===== src/rtl/sprite_pkg.sv =====
// -----------------------------------------------------------------------------
// sprite_pkg
// Shared constants and types for the 4bpp sprite pixel decoders.
//   PIX_PER_WORD    : packed colour indices per 32-bit sprite ROM word
//   IDX_W           : colour index width (4bpp)
//   RGB_W           : colour width delivered by the palette block
//   TRANSPARENT_IDX : colour index that is never drawn
//   pick_idx()      : selects one packed index out of a ROM word
// -----------------------------------------------------------------------------
package sprite_pkg;

  localparam int PIX_PER_WORD = 8;
  localparam int IDX_W        = 4;
  localparam int RGB_W        = 24;
  localparam int NIB_W        = $clog2(PIX_PER_WORD);
  localparam int ROM_DW       = PIX_PER_WORD * IDX_W;
  localparam int CMAP_N       = 1 << IDX_W;

  localparam logic [IDX_W-1:0] TRANSPARENT_IDX = '0;

  typedef logic [RGB_W-1:0] rgb_t;
  typedef rgb_t color_map_t [0:CMAP_N-1];

  // Pixel k of a ROM word lives at bits [IDX_W*k +: IDX_W].
  function automatic logic [IDX_W-1:0] pick_idx(
    input logic [ROM_DW-1:0] word,
    input logic [NIB_W-1:0]  nib
  );
    return word[IDX_W*nib +: IDX_W];
  endfunction

endpackage


===== src/rtl/sprite_addr_gen.sv =====
// -----------------------------------------------------------------------------
// sprite_addr_gen
// Combinational sprite-relative address math for one screen pixel request.
// Ports:
//   i_x, i_y          : screen coordinate of the request
//   i_pos_x, i_pos_y  : sprite top-left screen coordinate
//   i_flip            : horizontal mirror
//   o_inb             : request lies inside the sprite rectangle
//   o_rom_addr        : ROM word holding the pixel (meaningful only if o_inb)
//   o_nib             : pixel slot inside that word
// SPRITE_W must be a power of two (multiple of 8) and ROM_AW must equal
// log2(SPRITE_W*SPRITE_H/8).
// -----------------------------------------------------------------------------
module sprite_addr_gen
  import sprite_pkg::*;
#(
  parameter int SPRITE_W = 64,
  parameter int SPRITE_H = 32,
  parameter int X_W      = 10,
  parameter int Y_W      = 10,
  parameter int ROM_AW   = 8
)(
  input  logic [X_W-1:0]    i_x,
  input  logic [Y_W-1:0]    i_y,
  input  logic [X_W-1:0]    i_pos_x,
  input  logic [Y_W-1:0]    i_pos_y,
  input  logic              i_flip,
  output logic              o_inb,
  output logic [ROM_AW-1:0] o_rom_addr,
  output logic [NIB_W-1:0]  o_nib
);

  localparam int COL_W = $clog2(SPRITE_W);
  localparam int LIN_W = ROM_AW + NIB_W;

  // One extra bit keeps the difference signed, so a request left of / above
  // the sprite is negative instead of wrapping to a large positive value.
  logic signed [X_W:0]  w_rel_x;
  logic signed [Y_W:0]  w_rel_y;
  logic signed [31:0]   w_rel_x_i;
  logic signed [31:0]   w_rel_y_i;
  logic [COL_W-1:0]     w_rel_x_lo;
  logic [COL_W-1:0]     w_col;
  logic [LIN_W-1:0]     w_lin;

  assign w_rel_x = $signed({1'b0, i_x}) - $signed({1'b0, i_pos_x});
  assign w_rel_y = $signed({1'b0, i_y}) - $signed({1'b0, i_pos_y});

  // Sign-extend to 32 bits so the bounds compare against the parameters
  // cannot truncate for any legal sprite size.
  assign w_rel_x_i = 32'(w_rel_x);
  assign w_rel_y_i = 32'(w_rel_y);

  assign o_inb = (w_rel_x_i >= 0) && (w_rel_x_i < SPRITE_W) &&
                 (w_rel_y_i >= 0) && (w_rel_y_i < SPRITE_H);

  // SPRITE_W is a power of two, so SPRITE_W-1-rel_x is the bitwise
  // complement of the in-range column bits.
  assign w_rel_x_lo = w_rel_x[COL_W-1:0];
  assign w_col      = i_flip ? ~w_rel_x_lo : w_rel_x_lo;

  // rel_y*SPRITE_W + col: the multiply is a shift for a power-of-two width.
  assign w_lin = (LIN_W'($unsigned(w_rel_y)) << COL_W) | LIN_W'(w_col);

  assign o_rom_addr = w_lin[LIN_W-1:NIB_W];
  assign o_nib      = w_lin[NIB_W-1:0];

endmodule


===== src/rtl/sprite_pixel_decoder.sv =====
// -----------------------------------------------------------------------------
// sprite_pixel_decoder
// Turns scan-out pixel requests into RGB for one 4bpp sprite. Three-stage
// pipeline with a single global advance:
//   S0 : bounds/flip/address math, issue the synchronous ROM read
//   S1 : ROM word arrives, pick the 4-bit colour index
//   S2 : look the index up in the live palette, drive RGB + opaque
// Ports:
//   i_clk, i_rst                         : clock, synchronous active-high reset
//   i_frame_start, i_sprite_x/_y, i_flip_h : latch sprite placement (bypassed
//                                          to a request in the same cycle)
//   i_valid, o_ready, i_x, i_y           : pixel request handshake
//   i_color_map                          : 16-entry palette, read live at S2
//   o_rom_en, o_rom_addr, i_rom_data     : synchronous sprite ROM port
//   o_valid, i_ready, o_rgb, o_opaque    : pixel output handshake
// -----------------------------------------------------------------------------
module sprite_pixel_decoder
  import sprite_pkg::*;
#(
  parameter int SPRITE_W = 64,
  parameter int SPRITE_H = 32,
  parameter int X_W      = 10,
  parameter int Y_W      = 10,
  parameter int ROM_AW   = 8
)(
  input  logic              i_clk,
  input  logic              i_rst,
  input  logic              i_frame_start,
  input  logic [X_W-1:0]    i_sprite_x,
  input  logic [Y_W-1:0]    i_sprite_y,
  input  logic              i_flip_h,
  input  logic              i_valid,
  output logic              o_ready,
  input  logic [X_W-1:0]    i_x,
  input  logic [Y_W-1:0]    i_y,
  input  logic [RGB_W-1:0]  i_color_map [0:CMAP_N-1],
  output logic              o_rom_en,
  output logic [ROM_AW-1:0] o_rom_addr,
  input  logic [ROM_DW-1:0] i_rom_data,
  output logic              o_valid,
  input  logic              i_ready,
  output logic [RGB_W-1:0]  o_rgb,
  output logic              o_opaque
);

  // Latched sprite placement
  logic [X_W-1:0]    r_pos_x;
  logic [Y_W-1:0]    r_pos_y;
  logic              r_flip;

  // Last address issued to the ROM, held across stalls and bubbles
  logic [ROM_AW-1:0] r_rom_addr;

  // Stage registers
  logic              r_v1;
  logic              r_inb1;
  logic [NIB_W-1:0]  r_nib1;
  logic              r_v2;
  logic [IDX_W-1:0]  r_idx2;

  // S0 combinational
  logic [X_W-1:0]    w_pos_x;
  logic [Y_W-1:0]    w_pos_y;
  logic              w_flip;
  logic              w_inb;
  logic [ROM_AW-1:0] w_addr;
  logic [NIB_W-1:0]  w_nib;
  logic              w_adv;
  logic              w_accept;

  // S1 combinational
  logic [IDX_W-1:0]  w_idx1;

  // ---------------------------------------------------------------------------
  // S0: placement bypass, address generation, ROM request
  // ---------------------------------------------------------------------------
  // A frame_start in the same cycle as a request applies to that request.
  assign w_pos_x = i_frame_start ? i_sprite_x : r_pos_x;
  assign w_pos_y = i_frame_start ? i_sprite_y : r_pos_y;
  assign w_flip  = i_frame_start ? i_flip_h   : r_flip;

  sprite_addr_gen #(
    .SPRITE_W (SPRITE_W),
    .SPRITE_H (SPRITE_H),
    .X_W      (X_W),
    .Y_W      (Y_W),
    .ROM_AW   (ROM_AW)
  ) u_addr_gen (
    .i_x        (i_x),
    .i_y        (i_y),
    .i_pos_x    (w_pos_x),
    .i_pos_y    (w_pos_y),
    .i_flip     (w_flip),
    .o_inb      (w_inb),
    .o_rom_addr (w_addr),
    .o_nib      (w_nib)
  );

  // The whole pipeline moves together; it only freezes when a finished pixel
  // is sitting at the output and downstream refuses it.
  assign w_adv    = !(o_valid && !i_ready);
  assign o_ready  = w_adv;
  assign w_accept = w_adv && i_valid && !i_rst;

  // Out-of-bounds requests never touch the ROM. Keeping the enable low while
  // stalled freezes the ROM output register, so S1 sees a stable word.
  assign o_rom_en   = w_accept && w_inb;
  assign o_rom_addr = o_rom_en ? w_addr : r_rom_addr;

  // ---------------------------------------------------------------------------
  // S1: index select; out-of-bounds pixels become transparent
  // ---------------------------------------------------------------------------
  assign w_idx1 = r_inb1 ? pick_idx(i_rom_data, r_nib1) : TRANSPARENT_IDX;

  // ---------------------------------------------------------------------------
  // State
  // ---------------------------------------------------------------------------
  // NOTE: state registers use non-blocking assignments so every stage samples
  // the previous stage's value from before this edge, regardless of order.
  always_ff @(posedge i_clk) begin
    if (i_rst) begin
      r_pos_x    <= '0;
      r_pos_y    <= '0;
      r_flip     <= 1'b0;
      r_rom_addr <= '0;
      r_v1       <= 1'b0;
      r_inb1     <= 1'b0;
      r_nib1     <= '0;
      r_v2       <= 1'b0;
      r_idx2     <= TRANSPARENT_IDX;
    end else begin
      // Placement is independent of the pipeline; the last pulse wins.
      if (i_frame_start) begin
        r_pos_x <= i_sprite_x;
        r_pos_y <= i_sprite_y;
        r_flip  <= i_flip_h;
      end

      if (o_rom_en) begin
        r_rom_addr <= w_addr;
      end

      if (w_adv) begin
        r_v1   <= i_valid;
        // Bubbles carry inb=0 so they leave S1 as a transparent index.
        r_inb1 <= i_valid && w_inb;
        r_nib1 <= w_nib;
        r_v2   <= r_v1;
        r_idx2 <= w_idx1;
      end
    end
  end

  // ---------------------------------------------------------------------------
  // S2: live palette lookup
  // ---------------------------------------------------------------------------
  assign o_valid  = r_v2;
  assign o_opaque = (r_idx2 != TRANSPARENT_IDX);
  assign o_rgb    = o_opaque ? i_color_map[r_idx2] : '0;

endmodule

===== config.mk =====
export PLATFORM = sky130hd
export DESIGN_NAME = sprite_pixel_decoder
export DESIGN_NICKNAME = d
export VERILOG_FILES = /design/src/rtl/sprite_pkg.sv /design/src/rtl/sprite_addr_gen.sv /design/src/rtl/sprite_pixel_decoder.sv
export SDC_FILE = /design/constraint.sdc
export NUM_CORES = 1
export LEC_CHECK = 0
export CORE_AREA = 10 10 183 185
export DETAILED_ROUTE_END_ITERATION = 7
export DIE_AREA = 0 0 193 195
export GPL_ROUTABILITY_DRIVEN = 1
export PLACE_DENSITY = 0.51
export SLEW_MARGIN = 20
export SYNTH_ARGS = -nofsm -noshare
export SYNTH_HDL_FRONTEND = slang
export SYNTH_SLANG_ARGS = --single-unit

===== constraint.sdc =====
create_clock -name i_clk -period 8.8 [get_ports i_clk]
set_clock_uncertainty 0.1 [all_clocks]
set_input_delay 1.76 -clock i_clk [delete_from_list [all_inputs] [get_ports i_clk]]
set_output_delay 1.76 -clock i_clk [all_outputs]
set_load 0.01 [all_outputs]

==> results.py, run 1 <==
metrics = {
    "synthesis": {
        "ys_seq_area_share_pct": 13.7,
        "postSynthCellCount": 472,
        "post-synth-top-area-fraction_pct": 50.4,
        "synth-simple-area-share_pct": 10.3,
        "synthMuxAreaShare_pct": 58.9,
        "synth-xor-area-share_pct": 1.99,
        "synth_edf_count": 0,
        "synth_ff_type": "dfxtp_1",
        "synthAdderAreaFrac_pct": 5.08,
        "synth_area_leaders": "mux4_2 (50%), dfxtp_1 (14%), mux2i_1 (4.9%)",
        "ys_types": 46,
        "synth_top_cell_by_area": "mux4_2",
        "synth_area_um2": 5720,
        "synth_top_family_by_area": "multiplexers",
        "synth_nets": 956,
        "syn_area_per_cell_um2": 12.1,
        "async_reset_ff_share_pct": 0,
        "synth_compound_area_share_pct": 6.00,
        "synth-seq-cells": 39,
        "yosysWarnings": 0,
    },
    "setup_path": {
        "end_kind": "output pin",
        "crit_buf_inv": 5,
        "start_kind": "primary input",
        "critical_path_arrival_ps": 6140,
        "cp.required_ps": 6940,
        "cp_top_family": "buffers and inverters",
        "cpMaxStageDelayCell": "clkdlybuf4s50_1",
        "path_cells": "clkdlybuf4s50_1 -> buf_4 -> mux2_2 -> ha_1 -> inv_1 -> fa_1 -> a211oi_1 -> nor3_1 -> a22o_1 -> a211oi_1 -> nand2_1 -> or4b_1 -> buf_4 -> mux2_4 -> clkdlybuf4s50_1",
        "cpPeakStageDelay_ps": 550,
        "critical_path.max_fanout": 19,
        "crit_type": "in -> out",
    },
    "timing": {
        "slew_headroom_pct": 38.9,
        "timing.fmax_mhz": 125,
        "hold_viol_final": 0,
        "tightestPinTransition_ps": 891,
        "drv_slew": 0,
        "rsz0062_at_grt": "false",
        "hold_ws_ps": 361,
        "finalSetupViolCount": 0,
        "post-route-min-period_ps": 8000,
        "fin_crit_sh_pct": 90.9,
        "tns_ps": 0,
    },
    "clock_tree": {
        "cts.path.max_buffers": 2,
        "cts_tree": "done",
        "cts_num_sinks": 39,
        "cts_buffers": 5,
        "clk_pin_slew_ps": 60,
        "cts_resized": 0,
        "clk-insertion-delay-late_ps": 280,
        "post_cts_buffers": 0,
        "cts_max_level": 2,
        "holdBufCountCts": 0,
        "root_buffer": "clkbuf_16",
    },
    "die": {
        "ioPinCount": 498,
        "core_um2": 30000,
        "dieArea_um2": 37600,
        "die_w_um": 193,
        "die_y_um": 195,
        "start_util_pct": 19.0,
        "core.rowCount": 64,
    },
    "detailed_routing": {
        "final_antenna_net_count": 0,
        "vias": 6346,
        "vias_per_cell": 4.72,
        "detail_route.wl_per_cell_um": 28.6,
        "drc": 0,
        "drt_wl_total_mm": 38.4,
        "first_pass_iters": 5,
        "drtIter0Drc": 371,
    },
    "status": {
        "status": "finished, final reports clean",
    },
    "job": {
        "cap_viol_max_count": 0,
    },
    "layout": {
        "nNetsFinal": 1425,
        "final_common_cell": "clkdlybuf4s50_1",
        "fin_cells": 1345,
        "area_delta_synth_final_pct": 96.5,
        "mostFrequentLayoutCells": "clkdlybuf4s50_1 (497), mux4_2 (128), nor2_1 (41), dfxtp_1 (35), mux2i_1 (28)",
        "fin_util_pct": 37.4,
        "fillers": 2963,
        "drive_gt1_share_pct": 17.2,
    },
    "grt": {
        "grt_util_all_layers_pct": 19.5,
        "grt_pass1_vias": 6857,
        "antenna_found_initial": 22,
        "grt_overflow": 0,
        "grt_pass1_wl_mm": 53.0,
        "grt_max_degree": 60,
    },
    "pwr": {
        "power.leakage_nw": 3.90,
        "p_per_area_nw_per_um2": 68.8,
        "vdd_drop_max_mv": 0.0748,
    },
    "placed_design": {
        "gp_congestion": 0.887,
        "port_buffers": 497,
        "dp_hpwl_mm": 33.6,
        "placedCellCount": 1330,
    },
    "worst_hold_path": {
        "min_path_type": "reg -> reg",
    },
}
[flip-flops by register name (all words and copies together), names as in the netlist]
name        cells
r_nib1          3
r_inb1          1
r_pos_y        10
r_v1            1
o_valid         1
r_pos_x        10
r_rom_addr      8
r_idx2          4
r_flip          1
[worst min-delay path: stages, from the launching register on]
cell and delay, ps:
dfxtp_1 310, nand2_1 60, nand2_1 50
[Yosys cell counts, types with 2 or more instances]
cell type and number:
o21ai_0 13, clkbuf_1 29, ha_1 20, a31oi_1 5, mux2i_1 28, or4_1 2
a21oi_1 11, fa_1 2, nand3_1 3, mux2_4 6, xnor2_1 10, mux2_2 10
a211oi_1 6, nor3_1 5, inv_1 15, a21o_1 4, nor2b_1 7, nand2_1 19
mux4_2 128, nor2_1 41, xor2_1 3, and2_1 26, nand2b_1 10, buf_1 9
dfxtp_1 39
[metal layers]
| layer | part of all wire, % | up-vias | GRT usage, % | routed length [um] |
|---|---|---|---|---|
| met5 | 0.47 | - | 0 | 181 |
| met4 | 0.74 | 28 | 2.37 | 283 |
| met3 | 11 | 43 | 9.16 | 4400 |
| met2 | 52 | 274 | 35.0 | 20100 |
| met1 | 35 | 3138 | 20.7 | 13500 |
| li1 | - | 2863 | - | - |
[final cells by class]
class / instances / area, um2 / share of cell area (%)
flip-flops and latches: 39 / 791 / 7.04
multi-input cells: 377 / 4700 / 41.9
repair buffers: 503 / 5030 / 44.8
diodes: 7 / 17.5 / 0.156
clock inverters: 1 / 5.00 / 0.0446
clock buffers: 7 / 133 / 1.18
well taps: 396 / 495 / 4.41
inverters: 15 / 56.3 / 0.501
[where the power goes]
part           internal, mW  total, mW  leakage (nW)  switching (mW)
clock                 0.105      0.175        0.0679          0.0701
combinational         0.280      0.404          3.51           0.124
sequential            0.185      0.194         0.322         0.00934
[final timing paths]
| path | slack (ps) | startpoint | depth (start not counted) | end |
|---|---|---|---|---|
| setup reg to reg | 5100 | r_pos_x[0] | 11 | r_rom_addr[7] |
| setup / recovery | 800 | i_frame_start | 15 | o_rom_addr[5] |
| hold reg to reg | 360 | r_inb1 | 2 | r_inb1 |
| hold / removal | 360 | r_inb1 | 2 | r_inb1 |
[kinds of logic after synthesis]
family	after synthesis
AND/OR/NAND/NOR	118
AO/OA/AOI/OAI	52
adder cells (fa/ha/maj)	22
XOR/XNOR	13
buffers and inverters	56
multiplexers	172
flip-flops	39
[stage by stage]
stage | cell area, um2 | setup WS (ps) | power (mW)
5_1_grt | 11200 | 627 | 0.820
3_5_place_dp | 11100 | 817 | 0.602
3_3_place_gp | 11100 | 850 | 0.600
2_1_floorplan | 5720 | 1520 | 0.350
6_report | 11200 | 799 | 0.773
4_1_cts | 11200 | 788 | 0.786
No activity file was read; power rests on OpenSTA's default activity.
==> inputs of run 2 (changes only) <==
- SLEW_MARGIN: 20 -> 5
==> results of run 2 <==
The final DEF is identical to that of run 1; final timing and power are the same.
==> inputs of run 3 (changes only) <==
- CTS_CLUSTER_SIZE: unset -> 40
==> results of run 3 <==
The final DEF is identical to that of run 1; final timing and power are the same.
